File: src/rtl/mips_inst_encoder.sv
// MIPS instruction encoder: field-level requests are encoded into 32-bit words, buffered in a FIFO
// and emitted with a word address. Optional macro ENC_ILLEGAL_CHK_EN drops reserved opcodes 6'h18-6'h1F (except SPECIAL2).
package mips_pkg;
   localparam logic [5:0] Op_Type_R   = 6'h00;
   localparam logic [5:0] Op_Type_R2  = 6'h1C;
   localparam logic [5:0] Op_Type_CP0 = 6'h10;
   localparam logic [5:0] Op_J        = 6'h02;
   localparam logic [5:0] Op_Jal      = 6'h03;
endpackage

module mips_inst_encoder #(
   parameter int          FIFO_DEPTH = 4,
   parameter logic [29:0] BASE_ADDR  = 30'h0
) (
   input  logic                        clk,
   input  logic                        reset,
   input  logic                        In_Valid,
   output logic                        In_Ready,
   input  logic [5:0]                  OpCode,
   input  logic [4:0]                  Rs,
   input  logic [4:0]                  Rt,
   input  logic [4:0]                  Rd,
   input  logic [4:0]                  Shamt,
   input  logic [5:0]                  Funct,
   input  logic [2:0]                  Cp0_Sel,
   input  logic [15:0]                 Immediate,
   input  logic [25:0]                 JumpAddress,
   output logic                        Out_Valid,
   input  logic                        Out_Ready,
   output logic [31:0]                 InstMem_Out,
   output logic [29:0]                 InstMem_Addr,
   input  logic                        Addr_Load,
   input  logic [29:0]                 Addr_Value,
   output logic [$clog2(FIFO_DEPTH):0] Inst_Count,
   output logic                        Enc_Err
);
   import mips_pkg::*;

   localparam int          PW      = $clog2(FIFO_DEPTH);
   localparam logic [PW:0] DEPTH_C = (PW+1)'(FIFO_DEPTH);

   logic [31:0]   mem_q [FIFO_DEPTH];
   logic [PW-1:0] wr_ptr_q, wr_ptr_d;
   logic [PW-1:0] rd_ptr_q, rd_ptr_d;
   logic [PW:0]   count_q, count_d;
   logic [29:0]   addr_q, addr_d;
   logic          push, pop, illegal, store;

   function automatic logic [31:0] encode(input logic [5:0] op, input logic [4:0] rs, input logic [4:0] rt,
                                          input logic [4:0] rd, input logic [4:0] sh, input logic [5:0] fn,
                                          input logic [2:0] sel, input logic [15:0] imm, input logic [25:0] ja);
      logic [31:0] w;
      if (op == Op_Type_CP0)
         w = {op, rs, rt, rd, 8'b0, sel};
      else if (op == Op_Type_R || op == Op_Type_R2)
         w = {op, rs, rt, rd, sh, fn};
      else if (op == Op_J || op == Op_Jal)
         w = {op, ja};
      else
         w = {op, rs, rt, imm};
      return w;
   endfunction

   assign In_Ready     = (count_q < DEPTH_C);
   assign Out_Valid    = (count_q != '0);
   assign push         = In_Valid & In_Ready;
   assign pop          = Out_Valid & Out_Ready;
   assign store        = push & ~illegal & ~reset;
   assign Inst_Count   = count_q;
   assign InstMem_Addr = addr_q;
   assign InstMem_Out  = Out_Valid ? mem_q[rd_ptr_q] : 32'h0;

`ifdef ENC_ILLEGAL_CHK_EN
   logic err_q;
   assign illegal = (OpCode[5:3] == 3'b011) && (OpCode != Op_Type_R2);
   assign Enc_Err = err_q;

   always_ff @(posedge clk) begin
      if (reset) err_q <= 1'b0;
      else       err_q <= push & illegal;
   end
`else
   assign illegal = 1'b0;
   assign Enc_Err = 1'b0;
`endif

   // Address load wins over the post-pop increment.
   always_comb begin
      wr_ptr_d = wr_ptr_q;
      rd_ptr_d = rd_ptr_q;
      count_d  = count_q;
      addr_d   = addr_q;
      if (store) wr_ptr_d = wr_ptr_q + PW'(1);
      if (pop)   rd_ptr_d = rd_ptr_q + PW'(1);
      if (store && !pop)      count_d = count_q + (PW+1)'(1);
      else if (!store && pop) count_d = count_q - (PW+1)'(1);
      if (Addr_Load) addr_d = Addr_Value;
      else if (pop)  addr_d = addr_q + 30'd1;
   end

   always_ff @(posedge clk) begin
      if (reset) begin
         wr_ptr_q <= '0;
         rd_ptr_q <= '0;
         count_q  <= '0;
         addr_q   <= BASE_ADDR;
      end else begin
         wr_ptr_q <= wr_ptr_d;
         rd_ptr_q <= rd_ptr_d;
         count_q  <= count_d;
         addr_q   <= addr_d;
      end
   end

   always_ff @(posedge clk) begin
      if (store) mem_q[wr_ptr_q] <= encode(OpCode, Rs, Rt, Rd, Shamt, Funct, Cp0_Sel, Immediate, JumpAddress);
   end
endmodule

File: config.mk
export PLATFORM = sky130hd
export DESIGN_NAME = mips_inst_encoder
export DESIGN_NICKNAME = d
export VERILOG_FILES = /design/src/rtl/mips_inst_encoder.sv
export SDC_FILE = /design/constraint.sdc
export NUM_CORES = 1
export LEC_CHECK = 0
export ABC_CLOCK_PERIOD_IN_PS = 2940
export BUFFER_PORTS_ARGS = -buffer_cell sky130_fd_sc_hd__buf_2
export CAP_MARGIN = 15
export CORE_MARGIN = 2
export CORE_UTILIZATION = 55
export CTS_BUF_LIST = sky130_fd_sc_hd__clkbuf_8
export CTS_CLUSTER_DIAMETER = 40
export CTS_CLUSTER_SIZE = 28
export DETAILED_ROUTE_END_ITERATION = 7
export GPL_TIMING_DRIVEN = 0
export PLACE_DENSITY = 0.91
export RECOVER_POWER = 50
export SLEW_MARGIN = 20
export SYNTH_ARGS = -nofsm -noshare
export SYNTH_HDL_FRONTEND = slang
export SYNTH_SLANG_ARGS = --single-unit
export TNS_END_PERCENT = 100
File: constraint.sdc
create_clock -name clk -period 2.94 [get_ports clk]
set_clock_uncertainty 0.1 [all_clocks]
set_input_delay 0.294 -clock clk [delete_from_list [all_inputs] [get_ports clk]]
set_output_delay 0.294 -clock clk [all_outputs]
set_load 0.02 [all_outputs]
==> results.ini, run 1 <==
[outcome]
status = finished clean

[grt]
grt_pass1_vias = 5789
grt_usage_pct = 25.7
grt_max_degree = 21
grt-ovfl-total = 0
grt_pass1_wl_mm = 28.4
antenna_found_initial = 0

[routing]
drc = 0
drt_iter0_markers = 564
post_drt_wl_per_cell_um = 19.7
wl_met2_mm = 9.78
avgViaCountPerCell = 6.04
ant_nets = 0
num_vias = 5784
dr.max_layer_used = met4
met1_length_mm = 7.10
routed_wl_mm = 18.9
wl_met3_mm = 1.63
dr.pass1.iters = 6

[die]
floorplan.initialDensity_pct = 56.6
dieArea_mm2 = 0.0147
rows = 42
die_x_um = 121
io_pins = 180
coreArea_mm2 = 0.0133
fp.dieH_um = 121

[cells_and_area]
area_growth_pct = 24.6
register_area_mm2 = 0.00462
nFillCells = 877
nets = 888
insertedDiodeCount = 0
instances_no_fill = 958
multi_input_area_mm2 = 0.00273
drive_gt1_share_pct = 30.3

[clocking]
cts_root_buf = clkbuf_8
clk_latency_ps = 460
clk_pin_slew_ps = 90
numCtsBuffers = 17
cts_buffer_depth = 2
htreeDepth = 4
clock_sinks = 167
cts_tree = yes

[timing]
drv_slew = 0
hold_violations = 0
fmax_mhz = 349
setup_viol = 0
min_period_ps = 2870
worst_pin_slew_ps = 1390
slew_headroom_pct = 7.05
fin_ws_ps = 74.4
rsz0062_at_grt = no
min_period_over_period_pct = 97.5

[yosys]
synth_area_leaders = edfxtp_1 (51%), dfxtp_1 (10%), mux4_2 (9.5%)
synth-edff-count = 128
synthCells = 545
ys_ff_latch = 167
synth.cell_area_mm2 = 0.00755
synthFlopType = edfxtp_1
synth-async-reset-ratio_pct = 0
seq_area_frac_synth_pct = 61.2
ys_types = 45
yosysTopAreaCell = edfxtp_1
postSynthAreaPerCell_um2 = 13.9
yosysTopAreaCellShare_pct = 50.9
yosysWarnings = 0
syn_nets = 664

[power]
swShare_pct = 33.7
comb_power_share_pct = 29.8
p_sw_mw = 2.21
p_int_mw = 4.36
seq_power_share_pct = 43.2
peakVddDrop_v = 0.000420
powerDensity_mw_per_mm2 = 699
clkPwrFrac_pct = 27.0
p_leak_nw = 3.45

[worst_setup_path]
startpoint_type = input pin
reg2reg_depth = 3
critPathArrivalTime_ps = 2950
crit_required_ps = 3030
crit_type = input pin to register
cp_max_fo = 10
r2r-start = Inst_Count[2]
rr_endpoint = mem_q[3][2]
cp-end-kind = register
regToRegSetupSlack_ps = 180

[job]
maxCapViolations = 0

[place]
gp_congestion = 0.915
port_buffers = 178
pre_cts_ws_ps = 114
place_inst = 903
hpwlAfterDp_mm = 13.3

[hold_path]
hp-class = input pin to register
hold_end = InstMem_Addr[18]
min_from = Addr_Value[18]
hold_path_depth = 3

==> state kept, by name, indices dropped and copies added (netlist names), named ones only <==
signal,count
Inst_Count,3
rd_ptr_q,2
InstMem_Addr,30
mem_q,128
wr_ptr_q,2
==> synth_stat cells (all sizes together) (2+ instances only) <==
cell	n
inv	15
o211a	3
ha	6
edfxtp	128
clkbuf	18
dfxtp	39
nor3	4
xnor2	7
nand2	20
nand4	13
a311oi	17
o21ai	15
buf	17
or4	13
o31a	2
mux2	11
o31ai	16
and2	5
a21oi	3
mux4	32
or3	6
xor2	9
and4	5
nor2b	32
mux2i	14
nor2	47
nand3	10
and3	7
a211oi	19
or2	2
nor4	3
==> area by class of cell <==
cell class	count	area share, %
Sequential cell	167	49.2
Multi-Input combinational cell	328	29.0
Timing Repair Buffer	205	12.6
Clock buffer	17	2.49
Tap cell	176	2.34
Clock inverter	15	2.13
Buffer	35	1.66
Inverter	15	0.598
==> cells in the final DEF (no fill, tap or decap), types with 12 or more instances in the layout <==
master,count
a211oi_1,18
buf_2,145
inv_1,15
o21ai_0,15
mux2i_1,14
nor2b_1,32
nor2_1,47
nand4_1,12
nand2_1,20
clkbuf_8,17
edfxtp_1,128
clkbuf_1,58
dlygate4sd3_1,23
mux4_2,32
dfxtp_1,39
o31ai_1,16
a311oi_1,17
==> logic make-up after synthesis <==
kind of cell	count (synthesis)	share of synthesized area [%]
muxes	57	13.0
xor gates and xnor gates	16	1.86
other	1	0.0497
adders and majority gates	7	1.26
buffers and inverters	50	2.78
DFF	167	61.2
AOI/OAI and AO/OA	78	7.62
and+or+nand+nor	169	12.2
==> metal layers <==
| metal | GRT usage [%] | up-vias |
|---|---|---|
| met3 | 6.06 | 41 |
| met2 | 45.9 | 361 |
| met1 | 29.9 | 2809 |
| met4 | 9.91 | 0 |
| met5 | 0 | - |
| li1 | - | 2573 |
==> power groups by stage <==
| stage | Combinational (mW) | Sequential, mW | Clock (mW) |
|---|---|---|---|
| after global routing | 2.10 | 2.86 | 1.85 |
| after CTS | 1.97 | 2.83 | 1.77 |
| after global placement | 1.86 | 2.87 | 0 |
| final | 1.96 | 2.84 | 1.77 |
| after floorplan | 1.26 | 2.90 | 0 |
| after detailed placement | 1.94 | 2.88 | 0 |
==> worst max path at each step <==
stage,slack [ps],end,startpoint
floorplan,540,Inst_Count[2],Inst_Count[2]
global placement,-80,mem_q[0][14],reset
detailed placement,110,mem_q[2][6],OpCode[3]
CTS,7,mem_q[3][6],OpCode[2]
global route,9,mem_q[3][15],OpCode[2]
finish,70,mem_q[0][10],OpCode[2]
==> through the flow <==
step / total power, mW / hold WS (ps) / TNS, ps / util [%] / area [um^2]
after detailed placement: 4.82 / 410 / 0 / 65.8 / 8780
final: 6.58 / 27.8 / 0 / 70.5 / 9410
after CTS: 6.57 / 0.863 / 0 / 70.7 / 9440
after global placement: 4.73 / 398 / -8220 / 64.9 / 8660
after floorplan: 4.16 / 293 / 0 / - / 7550
after global routing: 6.81 / 5.39 / 0 / 70.5 / 9410
==> critical path, cell delays in order <==
cell and delay (ps):
dlygate4sd3_1 550, buf_2 170, or4b_1 600, or2_2 300
buf_2 180, buf_4 220, mux2i_1 130, a211oi_1 500
==> repair_timing <==
action,in CTS,in global routing
setup buffers,0,0
gates resized for setup,0,5
endpoints found under the hold margin,35,0
hold buffers,23,0
setup endpoints to repair,0,36
Power figures use the tool's default switching activity.
==> inputs of run 2 (changes only) <==
- ABC_AREA: unset -> 1
- PLACE_DENSITY: 0.91 -> 0.9
==> results.ini, run 2 <==
[worst_setup_path]
r2r-start = Inst_Count[1]
crit_slowest_cell = dlygate4sd3_1
cp_common_cell = clkbuf_1
critPathLaunch = OpCode[3]
critPathBufInv = 4  ; unchanged
crit_chain = dlygate4sd3_1 -> clkbuf_1 -> nor2_1 -> buf_4 -> nand3_1 -> clkbuf_1 -> a211oi_1 -> o21ai_0
cp_max_fo = 10  ; unchanged
worst_path_largest_cell_delay_ps = 550  ; -50 ps
critPathArrivalTime_ps = 2900  ; -50 ps
cp-end-kind = register
crit_type = input pin to register
crit_required_ps = 3050  ; +20 ps
cpLargestDelayFamily = buffers and inverters
startpoint_type = input pin

[die]
rows = 44  ; +4.8%
dieArea_mm2 = 0.0157  ; +6.9%
io_pins = 180  ; unchanged
die_x_um = 125  ; +3.4%
floorplan.initialDensity_pct = 56.1  ; -0.51 points
coreArea_mm2 = 0.0144  ; +8.1%
fp.dieH_um = 125  ; +3.4%

[timing]
drv_slew = 0  ; unchanged
rsz0062_at_grt = no
setup_viol = 0  ; unchanged
min_period_over_period_pct = 94.9  ; -2.6 points
setup_tns_ps = 0  ; unchanged
worst_pin_slew_ps = 917  ; -476 ps
fmax_mhz = 358  ; +2.7%
slew_headroom_pct = 38.8  ; +32 points
hold_violations = 0  ; unchanged
min_period_ps = 2790  ; -75.9 ps

[power]
finalPower_mw = 7.07  ; +7.6%
peakVddDrop_v = 0.000525  ; +25%
p_leak_nw = 3.83  ; +11%
powerDensity_mw_per_mm2 = 721  ; +3.2%

[routing]
drc = 0  ; unchanged
post_drt_wl_per_cell_um = 16.9  ; -14%
num_vias = 7384  ; +28%
avgViaCountPerCell = 5.65  ; -6.4%
drt_iter0_markers = 1007  ; +79%
dr.pass1.iters = 5  ; -1
ant_nets = 0  ; unchanged
routed_wl_mm = 22.1  ; +17%

[cells_and_area]
largest_reg_flops = 128  ; unchanged
layout_commonest_cell = nor2_1
drive_gt1_share_pct = 19.1  ; -11 points
regMostFlops = mem_q
final_cell_mix = nor2_1 (185), buf_2 (145), nand2_1 (130), edfxtp_1 (128), o21ai_0 (105)
area_growth_pct = 21.3
nets = 1227  ; +38%

[grt]
grt_pass1_wl_mm = 34.2  ; +20%
grt_usage_pct = 27.9  ; +2.3 points
grt-ovfl-total = 0  ; unchanged
antenna_found_initial = 0  ; unchanged
grt_pass1_vias = 6939  ; +20%
grt_max_degree = 20  ; -4.8%

[hold_path]
hp-class = input pin to register
min_from = Addr_Value[4]

[clocking]
cts_tree = yes
htreeDepth = 4  ; unchanged
clk_latency_ps = 460  ; about the same
numCtsBuffers = 17  ; unchanged
clk_pin_slew_ps = 90  ; about the same
cts_root_buf = clkbuf_8
cts_buffer_depth = 2  ; unchanged
clock_sinks = 167  ; unchanged

[job]
maxCapViolations = 0  ; unchanged

[yosys]
synth_area_leaders = edfxtp_1 (48%), dfxtp_1 (9.7%), nor2_1 (8.6%)
synth.cell_area_mm2 = 0.00809  ; +7.1%
yosysTopAreaCell = edfxtp_1
yosysWarnings = 0  ; unchanged
synth_most_common_cell = nor2_1
synthCells = 894  ; +64%
yosysTopAreaCellShare_pct = 47.5  ; -3.4 points
ys_ff_latch = 167  ; unchanged
seq_area_frac_synth_pct = 57.2  ; -4.1 points
ys_types = 40  ; -11%
synthTopCellsByCount = nor2_1 (186), nand2_1 (129), edfxtp_1 (128)
postSynthAreaPerCell_um2 = 9.05  ; -35%
synth-edff-count = 128  ; unchanged
synthFlopType = edfxtp_1
syn_nets = 1013  ; +53%
synth-async-reset-ratio_pct = 0  ; unchanged

[place]
hpwlAfterDp_mm = 15.2  ; +14%
gp_congestion = 0.908  ; -0.77%
port_buffers = 177  ; -0.56%

[outcome]
status = finished clean

-- run 2: changes by cell type after synthesis, moves of 23 or more --
cell | before | now
a21oi_1 | 3 | 71
nand3_1 | 10 | 33
nor2_1 | 47 | 186
mux4_2 | 32 | 0
nand2_1 | 20 | 129
inv_1 | 15 | 62
nor2b_1 | 32 | 0
o21ai_0 | 15 | 105
-- run 2: layer usage --
metal	share of wire (%)	vias up	global-route usage, %	wire [um]
met2	48	557	45.9	10500
met1	37	3295	35.9	8170
met5	0	-	0	0
met3	12	62	5.82	2740
li1	-	3470	-	-
met4	2.9	0	12.7	648
-- run 2: cells by family after synthesis --
group / synth area share, %
buf+inv: 5.88
xor+xnor: 0.866
simple gates: 20.5
mux: 1.39
fa+ha+maj: 1.18
other cells: 0.0464
compound gates: 13.0
flops: 57.2
-- run 2: what timing repair did --
item / 4_1_cts / 5_1_grt
hold endpoints to repair: 28 / 0
resized for setup: 0 / 0
setup endpoints to repair: 0 / 0
buffers inserted: 0 / 0
hold buffers: 14 / 0
-- run 2: cell type report --
type	count	area (um^2)
antenna	1	2.50
buffer	44	209
clock buffer	17	234
clock inverter	15	189
fill	1063	4610
inverter	68	255
multi-input combinational	615	2980
sequential	167	4620
tap	184	230
timing repair buffer	195	1080
-- run 2: path summary, 6_finish.rpt --
kind	to	slack, ps	cells after the start
worst max-delay path	mem_q[1][2]	150	8
worst min-delay path	InstMem_Addr[4]	40	3
worst max register to register	Inst_Count[2]	250	11
worst min register to register	rd_ptr_q[1]	370	2
-- run 2: power by group --
| part | switching [mW] | leakage [nW] | internal, mW |
|---|---|---|---|
| registers | 0.115 | 1.48 | 2.72 |
| clock network | 0.927 | 0.210 | 0.791 |
| logic | 1.79 | 2.14 | 0.727 |
-- run 2: per-stage QoR --
| stage | instances | area (um^2) | hold WS (ps) | setup slack (ps) | util (%) |
|---|---|---|---|---|---|
| 6_report | 1306 | 9810 | 35.5 | 150 | 68.0 |
| 5_1_grt | 1305 | 9810 | 51.3 | 15.0 | 68.0 |
| 2_1_floorplan | 894 | 8090 | 263 | 183 | - |
| 3_5_place_dp | 1259 | 9340 | 359 | 372 | 64.8 |
| 3_3_place_gp | 1255 | 9200 | 352 | -885 | 63.8 |
| 4_1_cts | 1305 | 9910 | 1.15 | 246 | 68.7 |
-- run 2: worst register-to-register path, stage by stage (launching register included) --
cell and delay (ps):
dfxtp_1 360, nor2_1 120, nand2_1 110, nand2_1 130, clkbuf_1 540, ha_1 260, inv_1 80, fa_1 380
a21oi_1 150, o21ai_0 130, o21ai_0 180, a21oi_1 60
